**src/rtl/dac_com.sv**
```systemverilog
// dac_com: serialises 12-bit samples into 16-bit DAC frames {CTRL, sample}.
// Frame = 1 LOAD cycle, 16 bits of 2*CLK_DIV cycles, and a 2*CLK_DIV-cycle END
// gap. Sample storage is a single holding register by default. Defining the
// macro DAC_FIFO_EN replaces it with a 4-entry circular FIFO.
module dac_com #(
  parameter int unsigned CLK_DIV = 2,
  parameter logic [3:0]  CTRL    = 4'b0011
) (
  input  logic        osc_clk,
  input  logic        reset_n,
  input  logic        wr_en,
  input  logic [11:0] wr_data,
  output logic        full,
  output logic        dac_clk,
  output logic        dac_cs_n,
  output logic        dac_din,
  output logic        busy,
  output logic        word_done
);

  typedef enum logic [1:0] {S_IDLE, S_LOAD, S_SHIFT, S_END} state_t;

  localparam logic [8:0] LP_HALF = 9'(CLK_DIV);
  localparam logic [8:0] LP_LAST = 9'(2 * CLK_DIV - 1);

  state_t      r_state;
  logic [8:0]  r_phase;
  logic [3:0]  r_bit;
  logic [15:0] r_shreg;
  logic        r_dac_clk;
  logic        r_cs_n;
  logic        r_word_done;
  logic [1:0]  r_rst_sync;

  logic        w_push;
  logic        w_pop;
  logic        w_empty;
  logic        w_store_full;
  logic [11:0] w_head;

  // Two-stage release synchroniser; pushes are refused until it has filled
  always_ff @(posedge osc_clk or negedge reset_n) begin
    if (!reset_n) r_rst_sync <= 2'b00;
    else          r_rst_sync <= {r_rst_sync[0], 1'b1};
  end

  // The oldest sample leaves storage at the end of the LOAD cycle, so a slot
  // is already free for a push arriving in that same cycle.
  assign w_pop  = (r_state == S_LOAD);
  assign full   = w_store_full && !w_pop;
  assign w_push = wr_en && !full && r_rst_sync[1];

`ifdef DAC_FIFO_EN
  logic [11:0] r_mem [4];
  logic [1:0]  r_wptr;
  logic [1:0]  r_rptr;
  logic [2:0]  r_count;

  // Sample array write; contents need no reset because r_count gates reads
  always_ff @(posedge osc_clk) begin
    if (w_push) r_mem[r_wptr] <= wr_data;
  end

  // Pointer and occupancy bookkeeping; pointers wrap naturally at 2 bits
  always_ff @(posedge osc_clk or negedge reset_n) begin
    if (!reset_n) begin
      r_wptr  <= 2'd0;
      r_rptr  <= 2'd0;
      r_count <= 3'd0;
    end else begin
      if (w_push) r_wptr <= r_wptr + 2'd1;
      if (w_pop)  r_rptr <= r_rptr + 2'd1;
      if (w_push && !w_pop)      r_count <= r_count + 3'd1;
      else if (w_pop && !w_push) r_count <= r_count - 3'd1;
    end
  end

  assign w_head       = r_mem[r_rptr];
  assign w_empty      = (r_count == 3'd0);
  assign w_store_full = (r_count == 3'd4);
`else
  logic [11:0] r_hold;
  logic        r_valid;

  // Single holding register; a push in the LOAD cycle refills it
  always_ff @(posedge osc_clk or negedge reset_n) begin
    if (!reset_n) begin
      r_hold  <= 12'd0;
      r_valid <= 1'b0;
    end else if (w_push) begin
      r_hold  <= wr_data;
      r_valid <= 1'b1;
    end else if (w_pop) begin
      r_valid <= 1'b0;
    end
  end

  assign w_head       = r_hold;
  assign w_empty      = !r_valid;
  assign w_store_full = r_valid;
`endif

  // Frame sequencer: the word is captured on entry to LOAD so a refill of the
  // storage during LOAD cannot disturb the frame in flight
  always_ff @(posedge osc_clk or negedge reset_n) begin
    if (!reset_n) begin
      r_state     <= S_IDLE;
      r_phase     <= 9'd0;
      r_bit       <= 4'd0;
      r_shreg     <= 16'd0;
      r_dac_clk   <= 1'b0;
      r_cs_n      <= 1'b1;
      r_word_done <= 1'b0;
    end else begin
      r_word_done <= 1'b0;
      case (r_state)
        S_IDLE: begin
          if (!w_empty) begin
            r_state <= S_LOAD;
            r_shreg <= {CTRL, w_head};
            r_cs_n  <= 1'b0;
          end
        end
        S_LOAD: begin
          r_state   <= S_SHIFT;
          r_phase   <= 9'd0;
          r_bit     <= 4'd0;
          r_dac_clk <= 1'b0;
        end
        S_SHIFT: begin
          if (r_phase == LP_LAST) begin
            r_phase   <= 9'd0;
            r_dac_clk <= 1'b0;
            if (r_bit == 4'd15) begin
              r_state <= S_END;
              r_cs_n  <= 1'b1;
            end else begin
              r_bit   <= r_bit + 4'd1;
              r_shreg <= {r_shreg[14:0], 1'b0};
            end
          end else begin
            r_phase   <= r_phase + 9'd1;
            r_dac_clk <= ((r_phase + 9'd1) >= LP_HALF);
          end
        end
        S_END: begin
          if (r_phase == LP_LAST) begin
            r_phase <= 9'd0;
            if (!w_empty) begin
              r_state <= S_LOAD;
              r_shreg <= {CTRL, w_head};
              r_cs_n  <= 1'b0;
            end else begin
              r_state <= S_IDLE;
            end
          end else begin
            r_phase     <= r_phase + 9'd1;
            r_word_done <= ((r_phase + 9'd1) == LP_LAST);
          end
        end
        default: r_state <= S_IDLE;
      endcase
    end
  end

  assign dac_clk   = r_dac_clk;
  assign dac_cs_n  = r_cs_n;
  assign dac_din   = r_shreg[15];
  assign busy      = (r_state != S_IDLE);
  assign word_done = r_word_done;

endmodule

```
**config.mk**
```make
export PLATFORM = sky130hd
export DESIGN_NAME = dac_com
export DESIGN_NICKNAME = d
export VERILOG_FILES = /design/src/rtl/dac_com.sv
export SDC_FILE = /design/constraint.sdc
export NUM_CORES = 1
export LEC_CHECK = 0
export ABC_AREA = 0
export CAP_MARGIN = 20
export CORE_ASPECT_RATIO = 1.25
export CORE_MARGIN = 5
export CORE_UTILIZATION = 47
export DETAILED_ROUTE_END_ITERATION = 12
export HOLD_SLACK_MARGIN = 0.02
export PLACE_DENSITY = 0.72
export SYNTH_ARGS = -nofsm -noshare
export SYNTH_HDL_FRONTEND = slang
export SYNTH_SLANG_ARGS = --single-unit
```
**constraint.sdc**
```tcl
create_clock -name osc_clk -period 3 [get_ports osc_clk]
set_clock_uncertainty 0.2 [all_clocks]
set_input_delay 0.6 -clock osc_clk [delete_from_list [all_inputs] [get_ports osc_clk]]
set_output_delay 0.6 -clock osc_clk [all_outputs]
set_load 0.01 [all_outputs]
```
==> metrics.md, run 1 <==
| Metric | Value |
|---|---|
| Clock Latency Late Sink | `310 ps` |
| Max_cap viols | `0` |
| Post-route setup slack | `323 ps` |
| Routed wire length | `5140 um` |
| # diodes | `0` |
| Post-DRT Antenna Nets | `0` |
| Critical Path RT | `2200 ps` |
| P&R area growth vs syn | `11.8%` |
| Initial Utilization | `47.7%` |
| Final setup fails | `0` |
| Syn Area/Cell | `11.7 um2` |
| Post-Syn Instances | `234` |
| Startpoint Class | `flip-flop` |
| Layout cells sized above 1 | `26.3%` |
| Die extent in x | `78.3 um` |
| Sink Count | `49` |
| Worst hold path class | `reg2reg` |
| WS Path Type | `reg2out` |
| Post-synthesis sequential area ratio | `44.8%` |
| Root buf cell | `clkbuf_8` |
| CP Capture Type | `output pin` |
| PwrDens | `919 mW/mm2` |
| CTS Hold Buffers Added | `0` |
| Ys async rst share | `100%` |
| CP max FO | `5` |
| Final core utilization | `53.4%` |
| DRC viols | `0` |
| Dpl ws | `415 ps` |
| Hold EP | `r_rst_sync[1]` |
| Avg WL per Cell | `16.0 um` |
| Post-CTS Repair Setup Buffers | `0` |
| FF-to-FF End | `r_shreg[2]` |
| FF-to-FF Start | `r_phase[0]` |
| Status | `finished, final reports clean` |
| Clk pin slew, worst setup/hold paths | `90 ps` |
| Fillers | `517` |
| Drt first pass iters | `4` |
| Post-cts resize count | `0` |
| Port buffer count | `20` |
| Total CTS buffers | `5` |
| Site Rows | `31` |
| Post-route clock period utilization | `89.2%` |
| WHS Path Cells | `0` |
| Relative slew slack | `39.5%` |
| GPL Wtd Cong | `0.836` |
| GR Overflow Total | `0` |
| Via count | `1902` |
| Largest net degree at the start of global routing | `42` |
| Pins over their slew limit | `0` |
| Critical path arrival | `1880 ps` |
| Layout net count | `278` |
| CTS H-tree lvls | `2` |
| Post-Synthesis Cell Area | `0.00274 mm2` |
| First-pass GRT wire length | `8960 um` |
| RSZ-0062 raised after global routing | `no` |
| DR iter-0 viols | `69` |
| HP Start | `r_rst_sync[0]` |
| Post-synth EDFFs | `0` |
| DIE AREA | `0.00747 mm2` |
| Final hold violation count | `0` |
| CTS tree | `yes` |
| Antenna violations before repair | `0` |
| Tightest Pin Transition | `908 ps` |
| YS warnings | `0` |
| Die Y | `95.4 um` |
| VDD IR-drop max | `0.492 mV` |
| Core Region | `0.00574 mm2` |
| Netlist cell types | `60` |
| Hpwl dp | `3710 um` |
| Final min period | `2680 ps` |
| Flip-flop and latch count after synthesis | `49` |
| IO Pins | `21` |
| Peak Freq | `374 MHz` |
| Gr usage total | `15.0%` |
| Leakage Power | `1.23 nW` |
| Clock buffer depth | `2` |
| R2r setup slk | `380 ps` |
| Post-route cell area | `0.00306 mm2` |
| Placed cell area | `0.00298 mm2` |
| Cells on worst reg2reg path | `6` |
| Most used DFF post-synth | `dfrtp_1` |
| Mapped Nets | `258` |
| Sum of negative setup slack | `0 ps` |
| Number of global-route vias before repair | `1934` |
| Vias per cell | `5.93` |
## cell usage in the layout (no fill, tap or decap), drive strengths merged, types with 3 or more instances in the layout
cell / instances
nand4: 5
ha: 9
nand2b: 4
or3: 4
and4: 4
o211ai: 3
nand2: 12
inv: 11
and2: 3
mux2: 35
a21oi: 10
nor2: 3
dfrtp: 48
clkdlybuf4s50: 19
buf: 7
mux2i: 4
nor3: 4
clkbuf: 6
nand3: 15
a32o: 3
o21ai: 10
## metrics by stage
stage               instances  hold slack, ps  total power, mW
floorplan                 234             104             2.13
global placement          313             134             2.39
detailed placement        313             141             2.44
CTS                       321             163             2.84
global route              321             186             3.01
finish                    321             157             2.82
## flip-flops by register name (all words and copies together), names as in the netlist
signal      cells
r_valid         1
r_state         2
r_rst_sync      2
r_phase         9
r_bit           4
r_hold         12
dac_clk         1
r_shreg        16
dac_cs_n        1
word_done       1
## worst max-delay path, cell delays in order, from the launching register on
cell             delay (ps)
dfrtp_1                 420
inv_1                   100
ha_1                    220
nor2b_1                 240
clkdlybuf4s50_1         590
## worst max-delay path by stage
stage / from / to / slack, ps
after floorplan: r_phase[0] / r_shreg[10] / 670
after global placement: r_phase[0] / r_shreg[3] / 520
after detailed placement: r_phase[0] / r_shreg[2] / 410
after CTS: r_state[1] / full / 310
after global routing: r_state[1] / full / 220
final: r_state[1] / full / 320
## metal layers
layer  track usage, %  vias up  share of wire (%)
li1                 -      909                  -
met1             18.0      942                 43
met2             26.6       44                 51
met3             2.55        7                4.0
met4             6.12        0                1.6
met5                0        -                  0
## cell families (layout without fill, tap and decap cells)
logic type,count (synthesis),count (layout),synth area share [%]
muxes,39,39,16.9
DFF,49,49,44.8
other,1,1,0.137
and+or+nand+nor,64,64,15.6
adders and majority gates,9,9,4.11
buffers and inverters,24,45,4.70
AOI/OAI and AO/OA,48,48,13.7
## report_power, final
part	total (mW)	internal, mW	switching (mW)
combinational	1.40	0.751	0.647
clock	0.398	0.165	0.233
sequential	1.02	0.881	0.139
## layout make-up
class | count | area (um2) | area share, %
inverter | 11 | 41.3 | 1.35
multi-input combinational | 161 | 1380 | 45.2
timing repair buffer | 26 | 240 | 7.84
clock buffer | 6 | 72.6 | 2.37
tap | 66 | 82.6 | 2.70
clock inverter | 2 | 15.0 | 0.490
sequential | 49 | 1230 | 40.1
## Yosys cell counts (2+ instances only)
| cell type | number | area (um2) |
|---|---|---|
| a2111oi_0 | 2 | 17.5 |
| a32o_1 | 3 | 30.0 |
| o211ai_1 | 3 | 22.5 |
| o32a_2 | 2 | 22.5 |
| clkbuf_1 | 5 | 18.8 |
| nor3_4 | 2 | 32.5 |
| nor2_1 | 3 | 11.3 |
| mux2_2 | 26 | 293 |
| ha_1 | 9 | 113 |
| nand3_1 | 14 | 70.1 |
| buf_2 | 2 | 10.0 |
| nand4_1 | 4 | 25.0 |
| and3_1 | 2 | 12.5 |
| dfrtp_1 | 48 | 1200 |
| inv_1 | 11 | 41.3 |
| or3_1 | 3 | 18.8 |
| a21oi_1 | 10 | 50.1 |
| nor3_1 | 2 | 10.0 |
| and4_2 | 3 | 30.0 |
| a31o_2 | 2 | 17.5 |
| and2_1 | 3 | 18.8 |
| nand2_1 | 12 | 45.0 |
| mux2_4 | 8 | 120 |
| o21ai_0 | 10 | 50.1 |
| nor2b_1 | 2 | 12.5 |
| buf_6 | 2 | 22.5 |
| nand2b_1 | 4 | 25.0 |
| mux2i_1 | 4 | 40.0 |
| a211oi_1 | 2 | 15.0 |
Note: power is estimated with default switching activity, not from simulation.
==> run 2: changes to the inputs <==
--- a/config.mk
+++ b/config.mk
@@ -11,8 +11,9 @@
 export CORE_MARGIN = 5
 export CORE_UTILIZATION = 47
 export DETAILED_ROUTE_END_ITERATION = 12
-export HOLD_SLACK_MARGIN = 0.02
+export GPL_TIMING_DRIVEN = 1
 export PLACE_DENSITY = 0.72
+export SLEW_MARGIN = 15
 export SYNTH_ARGS = -nofsm -noshare
 export SYNTH_HDL_FRONTEND = slang
 export SYNTH_SLANG_ARGS = --single-unit
==> results of run 2 <==
No change in the layout: final DEF, timing and power equal those of run 1.
